--- src/rtl/req_encoder_8to3.sv ---
// Request encoder: loads an 8-bit request vector and presents each pending index once.
// Optional ROUND_ROBIN_EN selects a rotating search start instead of fixed priority.
module req_encoder_8to3 (
  input  logic       Clock,
  input  logic       Reset,
  input  logic       EN,
  input  logic [7:0] R,
  input  logic       READY,
  output logic [2:0] W,
  output logic       VALID,
  output logic       BUSY,
  output logic [3:0] COUNT
);

  typedef enum logic {IDLE, DRAIN} state_t;

  state_t     state;
  logic [7:0] pend;
  logic [2:0] sel;
  logic [7:0] grant_mask;
  logic [7:0] pend_next;
  logic [3:0] pop;

`ifdef ROUND_ROBIN_EN
  logic [2:0] ptr;

  // first set bit at or above ptr, wrapping 7->0
  always_comb begin
    logic       found;
    logic [2:0] idx;
    sel   = '0;
    found = 1'b0;
    for (int unsigned i = 0; i < 8; i++) begin
      idx = ptr + 3'(i);
      if (!found && pend[idx]) begin
        sel   = idx;
        found = 1'b1;
      end
    end
  end
`else
  // later iterations overwrite earlier ones, so the highest set bit wins
  always_comb begin
    sel = '0;
    for (int unsigned i = 0; i < 8; i++) begin
      if (pend[i]) sel = 3'(i);
    end
  end
`endif

  always_comb begin
    pop = '0;
    for (int unsigned i = 0; i < 8; i++) begin
      pop = pop + 4'(pend[i]);
    end
  end

  assign grant_mask = 8'b0000_0001 << sel;
  assign pend_next  = pend & ~grant_mask;

  assign VALID = (state == DRAIN);
  assign BUSY  = (state == DRAIN);
  assign W     = (state == DRAIN) ? sel : '0;
  assign COUNT = (state == DRAIN) ? pop : '0;

  always_ff @(posedge Clock) begin
    if (Reset) begin
      state <= IDLE;
      pend  <= '0;
`ifdef ROUND_ROBIN_EN
      ptr   <= '0;
`endif
    end else begin
      case (state)
        IDLE: begin
          if (EN && (R != '0)) begin
            pend  <= R;
            state <= DRAIN;
          end
        end
        DRAIN: begin
          if (READY) begin
            pend <= pend_next;
`ifdef ROUND_ROBIN_EN
            ptr  <= sel + 3'd1;
`endif
            if (pend_next == '0) state <= IDLE;
          end
        end
        default: state <= IDLE;
      endcase
    end
  end

endmodule

--- config.mk ---
export PLATFORM = sky130hd
export DESIGN_NAME = req_encoder_8to3
export DESIGN_NICKNAME = d
export VERILOG_FILES = /design/src/rtl/req_encoder_8to3.sv
export SDC_FILE = /design/constraint.sdc
export NUM_CORES = 1
export LEC_CHECK = 0
export BUFFER_PORTS_ARGS = -buffer_cell sky130_fd_sc_hd__buf_2
export CAP_MARGIN = 5
export CORE_UTILIZATION = 53
export CTS_CLUSTER_DIAMETER = 80
export DETAILED_ROUTE_END_ITERATION = 7
export GPL_TIMING_DRIVEN = 0
export PLACE_DENSITY = 0.81
export REMOVE_ABC_BUFFERS = 1
export SLEW_MARGIN = 20
export SYNTH_ARGS = -nofsm -noshare
export SYNTH_HDL_FRONTEND = slang
export SYNTH_SLANG_ARGS = --single-unit
--- constraint.sdc ---
create_clock -name Clock -period 5.6 [get_ports Clock]
set_clock_uncertainty 0.2 [all_clocks]
set_input_delay 0.28 -clock Clock [delete_from_list [all_inputs] [get_ports Clock]]
set_output_delay 0.28 -clock Clock [all_outputs]
set_load 0.05 [all_outputs]
**Yosys cells after proc, flatten, opt, wreduce, memory -nomap -nowiden**

Cells that the tools add are included.

- Flip-flop bits (word level): 9
- Bits of input ports: 12
- Word-level logic and storage cells: 35

- $add $sub $neg: 7
- Eq/ne operators: 2
- Shift operators: 1
- Muxes and demuxes: 16
- Bitwise logic cells: 3
- Reductions and logical operators: 4

Operator list:

| operator | count |
|---|---|
| 4-bit by 1-bit adder with 4-bit output | 4 |
| 8-bit 2-to-1 mux | 2 |
| 8-bit case mux with 2 select lines | 1 |
| 3-bit 2-to-1 mux | 5 |
| 8-bit AND | 1 |
| 8-bit logical NOT | 1 |
| 8-bit NOT | 1 |
| 8-bit nonzero test | 1 |
| 1-bit by 3-bit left shift with 8-bit output (first input constant) | 1 |
| 3-bit by 1-bit adder with 4-bit output | 1 |
| 1-bit 2-to-1 mux | 4 |
| 2-bit 2-to-1 mux | 2 |
| 4-bit 2-to-1 mux | 1 |
| 2-bit != test (second input constant) | 2 |
| 2-bit by 1-bit adder with 3-bit output | 1 |
| 1-bit by 1-bit adder with 2-bit output | 1 |
| 1-bit case mux with 2 select lines | 1 |
| 2-bit AND reduction | 1 |
| 1-bit logical AND | 1 |
| 1-bit NOT | 1 |

**Depth between registers and ports, before layout**

- Depth after elaboration: 14
- Depth in mapped cells: 10
- Depth with buffers taken out: 10

**Worst setup path before layout**

Ideal clock, no wire load.

- Path kind: reg2out
- Start point: register pend[0]
- End point: output COUNT[2]
- Data arrival time: 3.225 ns
- Required time: 5.120 ns
- Slack: 1.895 ns
- Stages on the path, launching flop included: 11
- Path buffers: 0
- Path through: dfxtp_1 -> fa_1 -> inv_1 -> fa_1 -> fa_1 -> inv_1 -> ha_1 -> inv_1 -> fa_1 -> xor2_1 -> nor2_1

- Longest elaborated chain between the ends: 8

RTL lines:

| element | line | text |
|---|---|---|
| start, declared | 18 | `logic [7:0] pend;` |
| start signal, assigned | 83 | `pend <= pend_next;` |
| 1-bit by 1-bit adder with 2-bit output | 54 | `pop = pop + 4'(pend[i]);` |
| 2-bit by 1-bit adder with 3-bit output | 54 |  |
| 3-bit by 1-bit adder with 4-bit output | 54 |  |
| 4-bit by 1-bit adder with 4-bit output (4 in series) | 54 |  |
| 4-bit 2-to-1 mux | 64 | `assign COUNT = (state == DRAIN) ? pop : '0;` |
| end, declared | 12 | `output logic [3:0] COUNT` |

Every way passes these cells.

**Final worst setup path**

- Start point: register pend[3]
- End point: output COUNT[2]

- Longest elaborated chain between the ends: 6

RTL lines:

| element | line |
|---|---|
| 3-bit by 1-bit adder with 4-bit output | 54 |
| 4-bit by 1-bit adder with 4-bit output (4 in series) | 54 |
| 4-bit 2-to-1 mux | 64 |

Every way passes these cells.

==> results_dict.tcl <==
set metrics [dict create \
    drc 0 \
    netlist_area_um2 737 \
    cp_max_fo 8 \
    cts_hold_buf 0 \
    drive_above_1_share_pct 25.2 \
    switching_share_pct 40.2 \
    vias_per_cell 5.83 \
    layout.nets 127 \
    place_area_um2 825 \
    design_area_um2 851 \
    ir_drop_uv 170 \
    tightest_slew_ns 0.699 \
    fin_ws_ns 1.81 \
    antenna_left 0 \
    synth-main-ff-cell "dfxtp_1" \
    hold_viol 0 \
    grt.busiest_layer "met2" \
    outcome "finished clean" \
    synth_edf_count 0 \
    gp_congestion 0.753 \
    crit_required_ns 5.12 \
    clock-sinks 9 \
    dp_cells 118 \
    met1_usage_pct 31.3 \
    p_comb_share_pct 37.1 \
    wl_per_cell_um 12.8 \
    relSlewSlack_pct 53.3 \
    multi_input_area_um2 484 \
    finalCritPeriodShare_pct 67.6 \
    drt_wl_total_um 1560 \
    vias 711 \
    place_hpwl_um 1200 \
    p_clk_share_pct 24.5 \
    period_needed_ns 3.79 \
    htree_num_levels 1 \
    drtIter0Drc 17 \
    regArea_um2 180 \
    cts.clk_slew.worst_paths_ns 0.06 \
    endpoint_kind "output pin" \
    synth_top_area_share_pct 24.4 \
    insertion_delay_ns 0.26 \
    fp.dieH_um 39.3 \
    holdCritPathClass "primary input to flip-flop" \
    maxCapViolations 0 \
    power_frac_seq_pct 38.4 \
    dieArea_um2 1540 \
    io_buffers 20 \
    rsz0062_at_grt "no" \
    grt_max_degree 15 \
    grt_use_met2_pct 38.8 \
    die_x_um 39.3 \
    grt.met3_usage_pct 3.41 \
    p_sw_mw 0.0835 \
    yosys.area.top_type "dfxtp_1" \
    num_io_pins 21 \
    worstSetupStartpointType "flip-flop" \
    cts_tree "yes" \
    start_util_pct 56.6 \
    synthToLayoutAreaGrowth_pct 15.4 \
    floorplan.rows 13 \
    synth.avg_cell_area_um2 8.47 \
    critical_path_arrival_ns 3.31 \
    place_ws_ns 2.07 \
    grt_pass1_vias 584 \
    layout.cells.non_filler 122 \
    setup_tns_ns 0 \
    powerDensity_nw_per_um2 244 \
    ys_warn_count 0 \
    p_leak_nw 0.368 \
    cts_buffers 3 \
    drtPass1Iterations 4 \
    cts_resized 0 \
    ys_seq_area_share_pct 24.4 \
    overflow 0 \
    synthCells 87 \
    root_buffer "clkbuf_4" \
    cts_buffer_depth 2 \
    fmax_mhz 264 \
    coreArea_um2 1300 \
    synth_area_leaders "dfxtp_1, fa_1, inv_1, a31oi_1, ha_1" \
    intPower_mw 0.124 \
    grt_pass1_wl_um 2530 \
    async_flop_share_pct 0 \
    diodes 0 \
    setup_viol 0 \
    grt_usage_pct 24.3 \
    yosysUniqueCellTypes 28 \
    antenna_found_initial 0 \
    post_cts_buffers 0 \
    drv_slew 0 \
    fill_cells 113 \
    worstSetupPathType "flip-flop to output pin" \
    synth_seq_cells 9 \
]
==> metrics by stage <==
step	hold WS (ns)	utilization [%]	power, mW
final	0.0598	65.4	0.208
after floorplan	0.149	-	0.138
after global routing	0.0681	65.4	0.223
after detailed placement	0.328	63.4	0.159
after CTS	0.0446	65.4	0.211
after global placement	0.323	63.4	0.157
==> layout make-up <==
type,instances,share of cell area (%)
clock buffers,4,3.09
multi-input cells,63,56.9
repair buffers,20,11.8
inverters,11,4.85
well taps,15,2.21
flip-flops and latches,9,21.2
==> power by group through the flow <==
| stage | Sequential (mW) | Clock, mW | Combinational [mW] |
|---|---|---|---|
| 2_1_floorplan | 0.0833 | 0 | 0.0544 |
| 3_3_place_gp | 0.0808 | 0 | 0.0758 |
| 3_5_place_dp | 0.0811 | 0 | 0.0777 |
| 4_1_cts | 0.0797 | 0.0530 | 0.0779 |
| 5_1_grt | 0.0814 | 0.0564 | 0.0856 |
| 6_report | 0.0797 | 0.0509 | 0.0771 |
==> critical path: stages, from the launching register on <==
cell     delay [ns]
dfxtp_1        0.47
fa_1           0.46
inv_1          0.08
fa_1           0.43
fa_1           0.44
inv_1          0.08
ha_1           0.15
inv_1          0.05
fa_1           0.38
xor2_1         0.17
nor2_1         0.08
buf_2          0.26
==> synth_stat cells, drive strengths merged, types with 3 or more instances <==
library cell,instances
a32oi,3
or4,4
nand3,6
buf,4
a31oi,6
dfxtp,9
ha,3
inv,11
nor2,4
o211ai,5
nand2,7
fa,4
a21oi,5
==> layout by cell type (no fill, tap or decap), drive strengths merged <==
cell type and n:
ha 3, o22ai 1, inv 11, a21oi 5, and3 1, a21o 1, clkbuf 4, nand2 7
fa 4, or3 1, nand3 6, o311ai 2, maj3 1, nor2b 2, nor2 4, xor2 1
a32oi 3, and2 2, dfxtp 9, a31oi 6, buf 20, o21a 2, or4 4, o211ai 5
o21ai 2
==> cells by family (layout without fill, tap and decap cells) <==
family | Yosys count | count (layout) | share of synthesized area, %
AO/OA/AOI/OAI | 27 | 27 | 27.7
AND/OR/NAND/NOR | 27 | 27 | 19.5
buffers and inverters | 15 | 35 | 9.85
flip-flops | 9 | 9 | 24.4
adder cells (fa/ha/maj) | 8 | 8 | 17.3
XOR/XNOR | 1 | 1 | 1.19
==> sequential cells by signal (all words and copies together) (netlist names) <==
| register | cells |
|---|---|
| BUSY | 1 |
| pend | 8 |
==> worst paths after layout <==
kind              slack [ns]  endpoint  startpoint  cells after the start
setup / recovery        1.81  COUNT[2]     pend[3]                     11
hold / removal          0.06   pend[7]        R[7]                      3
setup reg to reg        3.70      BUSY        BUSY                      4
hold reg to reg         0.37   pend[1]     pend[1]                      2
==> layer usage <==
metal	part of all wire, %	wire length [um]
met5	0	0
met4	2.3	36
met3	5.4	85
met2	48	746
met1	44	691
(Power assumes the default switching activity.)
